--- src/rtl/npu_pkg.sv ---
// Shared NPU definitions: operand-feeder FSM states, default element width
// and a helper that sizes step counters.
package npu_pkg;

    localparam int NPU_DW = 8;

    typedef enum logic [1:0] {
        IDLE,
        LOAD,
        STREAM,
        DONE
    } feeder_state_t;

    // Bits needed to hold 0..max_val without wrapping.
    function automatic int cnt_width(input int max_val);
        return (max_val < 1) ? 1 : $clog2(max_val + 1);
    endfunction

endpackage

--- src/rtl/feeder_lane_sel.sv ---
// Combinational lane select: returns the element one lane presents on step t,
// delayed by its lane index when SKEW is set, plus a real-element flag.
module feeder_lane_sel #(
    parameter int K    = 4,
    parameter int DW   = 8,
    parameter int TW   = 3,
    parameter int LANE = 0,
    parameter bit SKEW = 1'b1
) (
    input  logic [K-1:0][DW-1:0] elems,
    input  logic [TW-1:0]        t,
    output logic [DW-1:0]        elem,
    output logic                 vld
);

    int rel;

    // NOTE: every output gets a default before the search loop, so no path leaves it unassigned and no latch is inferred.
    always_comb begin
        rel  = SKEW ? int'(t) - LANE : int'(t);
        vld  = 1'b0;
        elem = '0;
        for (int k = 0; k < K; k++) begin
            if (rel == k) begin
                vld  = 1'b1;
                elem = elems[k];
            end
        end
    end

endmodule

--- src/rtl/systolic_feeder.sv ---
// Systolic-array operand feeder: captures A (NxK) and B (KxN), then streams one
// beat per accepted handshake. Define SYSTOLIC_FEEDER_SKEW_EN for diagonal skew.
module systolic_feeder
    import npu_pkg::*;
#(
    parameter int N  = 4,
    parameter int K  = 4,
    parameter int DW = NPU_DW
) (
    input  logic                        clk,
    input  logic                        rst,
    input  logic                        start,
    input  logic [N-1:0][K-1:0][DW-1:0] a_mat,
    input  logic [K-1:0][N-1:0][DW-1:0] b_mat,
    input  logic                        out_ready,
    output logic [N-1:0][DW-1:0]        a_out,
    output logic [N-1:0][DW-1:0]        b_out,
    output logic [N-1:0]                a_lane_vld,
    output logic [N-1:0]                b_lane_vld,
    output logic                        out_valid,
    output logic                        busy,
    output logic                        done
);

`ifdef SYSTOLIC_FEEDER_SKEW_EN
    localparam bit SKEW = 1'b1;
    localparam int T    = K + N - 1;
`else
    localparam bit SKEW = 1'b0;
    localparam int T    = K;
`endif
    localparam int            TW     = cnt_width(K + N - 1);
    localparam logic [TW-1:0] T_LAST = TW'(T - 1);

    feeder_state_t               state_q, state_d;
    logic [N-1:0][K-1:0][DW-1:0] a_q;
    logic [K-1:0][N-1:0][DW-1:0] b_q;
    logic [N-1:0][K-1:0][DW-1:0] b_cols;
    logic [TW-1:0]               t_q;
    logic [N-1:0][DW-1:0]        a_sel, b_sel;
    logic [N-1:0]                a_sel_vld, b_sel_vld;
    logic                        beat_fire;

    assign beat_fire = (state_q == STREAM) && out_ready;

    // NOTE: sequential state uses non-blocking assignments so every register samples pre-edge values, independent of statement order.
    // NOTE: operand registers are reset as well, so an aborted run leaves no stale matrix behind.
    always_ff @(posedge clk or posedge rst) begin
        if (rst) begin
            state_q <= IDLE;
            t_q     <= '0;
            a_q     <= '0;
            b_q     <= '0;
        end else begin
            state_q <= state_d;
            if (state_q == IDLE && start) begin
                a_q <= a_mat;
                b_q <= b_mat;
            end
            if (state_q == LOAD) begin
                t_q <= '0;
            end else if (beat_fire && t_q != T_LAST) begin
                t_q <= t_q + 1'b1;
            end
        end
    end

    always_comb begin
        state_d   = state_q;
        out_valid = 1'b0;
        busy      = 1'b0;
        done      = 1'b0;
        unique case (state_q)
            IDLE: begin
                if (start) state_d = LOAD;
            end
            LOAD: begin
                busy    = 1'b1;
                state_d = STREAM;
            end
            STREAM: begin
                busy      = 1'b1;
                out_valid = 1'b1;
                if (out_ready && t_q == T_LAST) state_d = DONE;
            end
            DONE: begin
                done    = 1'b1;
                state_d = IDLE;
            end
            default: state_d = IDLE;
        endcase
    end

    // B lanes walk down a column, so regroup B column-major for the selectors.
    for (genvar l = 0; l < N; l++) begin : g_lane
        for (genvar k = 0; k < K; k++) begin : g_col
            assign b_cols[l][k] = b_q[k][l];
        end

        feeder_lane_sel #(.K(K), .DW(DW), .TW(TW), .LANE(l), .SKEW(SKEW)) u_a_sel (
            .elems (a_q[l]),
            .t     (t_q),
            .elem  (a_sel[l]),
            .vld   (a_sel_vld[l])
        );

        feeder_lane_sel #(.K(K), .DW(DW), .TW(TW), .LANE(l), .SKEW(SKEW)) u_b_sel (
            .elems (b_cols[l]),
            .t     (t_q),
            .elem  (b_sel[l]),
            .vld   (b_sel_vld[l])
        );
    end

    assign a_out      = out_valid ? a_sel     : '0;
    assign b_out      = out_valid ? b_sel     : '0;
    assign a_lane_vld = out_valid ? a_sel_vld : '0;
    assign b_lane_vld = out_valid ? b_sel_vld : '0;

endmodule

--- config.mk ---
export PLATFORM = sky130hd
export DESIGN_NAME = systolic_feeder
export DESIGN_NICKNAME = d
export VERILOG_FILES = /design/src/rtl/npu_pkg.sv /design/src/rtl/feeder_lane_sel.sv /design/src/rtl/systolic_feeder.sv
export SDC_FILE = /design/constraint.sdc
export NUM_CORES = 1
export LEC_CHECK = 0
export CORE_MARGIN = 2
export CORE_UTILIZATION = 30
export CTS_BUF_LIST = sky130_fd_sc_hd__clkbuf_16
export DETAILED_ROUTE_END_ITERATION = 7
export PLACE_DENSITY = 0.58
export RECOVER_POWER = 100
export SLEW_MARGIN = 20
export SYNTH_ARGS = -nofsm -noshare
export SYNTH_HDL_FRONTEND = slang
export SYNTH_SLANG_ARGS = --single-unit
--- constraint.sdc ---
create_clock -name clk -period 23 [get_ports clk]
set_input_delay 2.3 -clock clk [delete_from_list [all_inputs] [get_ports clk]]
set_output_delay 2.3 -clock clk [all_outputs]
set_load 0.05 [all_outputs]
==> impl_metrics.toml <==
[synthesis]
yosysWarningCount = 0
synth_cell_types = 27
syn_inst = 968
synth_flop_cell = "dfrtp_1"
synth_area_leader_cell = "dfrtp_1"
async_flop_share_pct = 100.0
synth_nets = 1237
yosys-top-cells-count = "261 x dfrtp_1, 257 x mux2_1, 70 x nand2_1, 66 x nor2b_1"
synth.area.top_cells = "dfrtp_1 53%, mux2_1 24%, a221o_1 5.0%"
avgSynthCellArea_um2 = 12.72
synth_area_um2 = 12310
synth.most_common_cell = "dfrtp_1"
synth-edff-count = 0
yosys.area.top_type_share_pct = 53.04
ys_seq_elements = 261
ys_seq_area_share_pct = 53.04

[grt]
grt_max_degree = 129
grt_pass1_vias = 9531
grt_overflow_total = 0
grt_pass1_wl_um = 55930
antenna_found_initial = 6
grt_usage_pct = 17.06

[worst_setup_path]
crit_path_max_incr_delay_ns = 3.23
crit_family = "buffers and inverters"
r2r-end = "a_q[125]"
cp-start-kind = "input port"
crit_type = "in -> async"
crit_chain = "dlygate4sd3_1, clkinvlp_2, clkbuf_1, clkbuf_1"
crit_buf_inv = 4
rrSetupSlack_ns = 14.50
cp_slowest_cell = "clkinvlp_2"
worstPathRequired_ns = 22.88
r2r-start = "state_q[0]"
rr_worst_depth = 6
worst_path_most_repeated_cell = "clkbuf_1"
critPathMaxFanout = 128
cp-end-kind = "async pin"
arrival_ns = 11.74

[power_and_ir_drop]
leakagePower_nw = 7.150
powerDensity_nw_per_um2 = 135.3
ir_drop_v = 0.00006744

[route]
drc = 0
highest_layer = "met4"
postRouteAntennaNets = 0
first_pass_iters = 5
drt_wl_total_um = 36670
via_count = 8931
wl_met1_um = 15540
wire_per_inst_um = 20.26
drtIter0Drc = 511
vias_per_cell = 4.934
dr_wl_met3_um = 2484
wl_met2_um = 17630

[placed_design]
gp_congestion = 0.7816
place_ws_ns = 16.96
portBuffers = 334
dpl.hpwl_um = 23940

[sta]
setup_total_negative_slack_ns = 0
slew_headroom_pct = -295.0
tightest_slew_ns = 5.893
finalCritPeriodShare_pct = 51.55
finalHoldViolCount = 0
slew_viol_final = 830
finalCriticalPeriod_ns = 11.86
rsz0062_at_grt = "no"
setup_viol = 0
max_freq_mhz = 84.35
setup_slack_ns = 11.14
skew_ns = 0.01302

[die]
io_pins = 335
die_x_um = 206.6
initial_core_util_pct = 30.29
rows = 74
core_um2 = 40650
die_h_um = 206.6
die_area_um2 = 42680

[run_status]
outcome = "complete, but fails checks"
failed_checks = "max-capacitance violations, max-slew violations"

[final_layout]
area_growth_pct = 37.20
fill_cells = 3819
drive_gt1_share_pct = 3.698
nets = 1520

[worst_hold_path]
hp-start = "a_q[18]"
hp-class = "reg -> reg"
hold-path-endpoint = "a_q[18]"
holdPathStages = 1

[clock_tree]
numClockSinks = 261
cts-resized-gates = 0
clkTransAtPathRegs_ns = 0.06
post_cts_buffers = 0
cts_tree = "yes"
cts_buffers = 30
insertion_delay_ns = 0.56
htree_levels = 1
cts_hold_buf = 0
cts.root.buffer_cell = "clkbuf_16"
clockBufferDepth = 3

[run]
maxCapViolCount = 12
-- flip-flops by register name (all words and copies together) (netlist names) --
register,cells
state_q,2
b_cols,128
a_q,128
t_q,3
-- cell families (layout without fill, tap and decap cells) --
logic type               Yosys count  count (layout)  synth area share [%]
other                              0               7                     0
multiplexers                     258             258                 23.59
AO/OA/AOI/OAI                    132             132                 9.298
buffers and inverters             99             402                 4.034
XOR/XNOR                           1               1               0.07114
AND/OR/NAND/NOR                  208             208                 9.054
adder cells (fa/ha/maj)            9               9                0.9146
flip-flops                       261             261                 53.04
-- per-stage QoR --
stage | power (W) | std cells | util, % | instance area, um^2 | hold slack [ns]
2_1_floorplan | 0.001525 | 968 | - | 12310 | 0.4641
3_3_place_gp | 0.001823 | 1751 | 39.34 | 15990 | 0.4735
3_5_place_dp | 0.001845 | 1751 | 39.34 | 15990 | 0.4808
4_1_cts | 0.002324 | 1803 | 41.66 | 16930 | 0.4941
5_1_grt | 0.002440 | 1808 | 41.55 | 16890 | 0.5002
6_report | 0.002286 | 1810 | 41.56 | 16890 | 0.4907
-- per-layer routing --
layer	vias to the layer above	GRT usage, %
li1	4104	-
met4	0	5.357
met3	55	4.694
met1	4521	21.75
met5	-	0
met2	251	28.12
-- how the worst max path moves through the flow --
stage,startpoint,end,slack [ns],depth (start not counted)
4_1_cts,t_q[2],b_out[29],16.30,6
2_1_floorplan,rst,a_q[0],13.52,1
3_3_place_gp,t_q[2],a_out[10],16.94,6
6_report,rst,a_q[11],11.14,4
3_5_place_dp,t_q[2],b_out[29],16.96,6
5_1_grt,rst,a_q[11],8.90,4
-- final cells by class --
type                       count  area (um^2)  share of cell area [%]
antenna                        7        17.52                  0.1037
multi-input combinational    608         5318                   31.48
tap                          532        665.6                   3.940
clock inverter                21        166.4                  0.9850
clock buffer                  31        775.7                   4.592
inverter                       6        23.77                  0.1407
sequential                   261         6531                   38.66
timing repair buffer         344         3396                   20.10
-- worst register-to-register path: stages (launching register included) --
cell and delay, ns:
dfrtp_1 0.39, inv_1 0.08, ha_1 0.23, nand2_1 1.14
clkbuf_1 2.78, clkbuf_1 3.25, mux2_1 0.50
-- power by group --
group	total (W)	switching (W)	internal, W	leakage (nW)
combinational	0.000982	0.000534	0.000448	3.59
clock	0.000467	0.000193	0.000274	0.481
sequential	0.000837	0.000139	0.000697	3.08
total	0.00229	0.000867	0.00142	7.15
-- cell usage in the layout, fill, tap and decap left out, types with 7 or more instances in the layout --
cell type / n
nor2b_1: 65
o31ai_1: 64
mux2_1: 257
dlygate4sd3_1: 73
nand2_1: 70
clkdlybuf4s50_1: 261
a221o_1: 62
clkinv_1: 9
dfrtp_1: 261
and3_1: 64
clkbuf_16: 31
ha_1: 7
diode_2: 7
inv_1: 9
(Power assumes the default switching activity.)
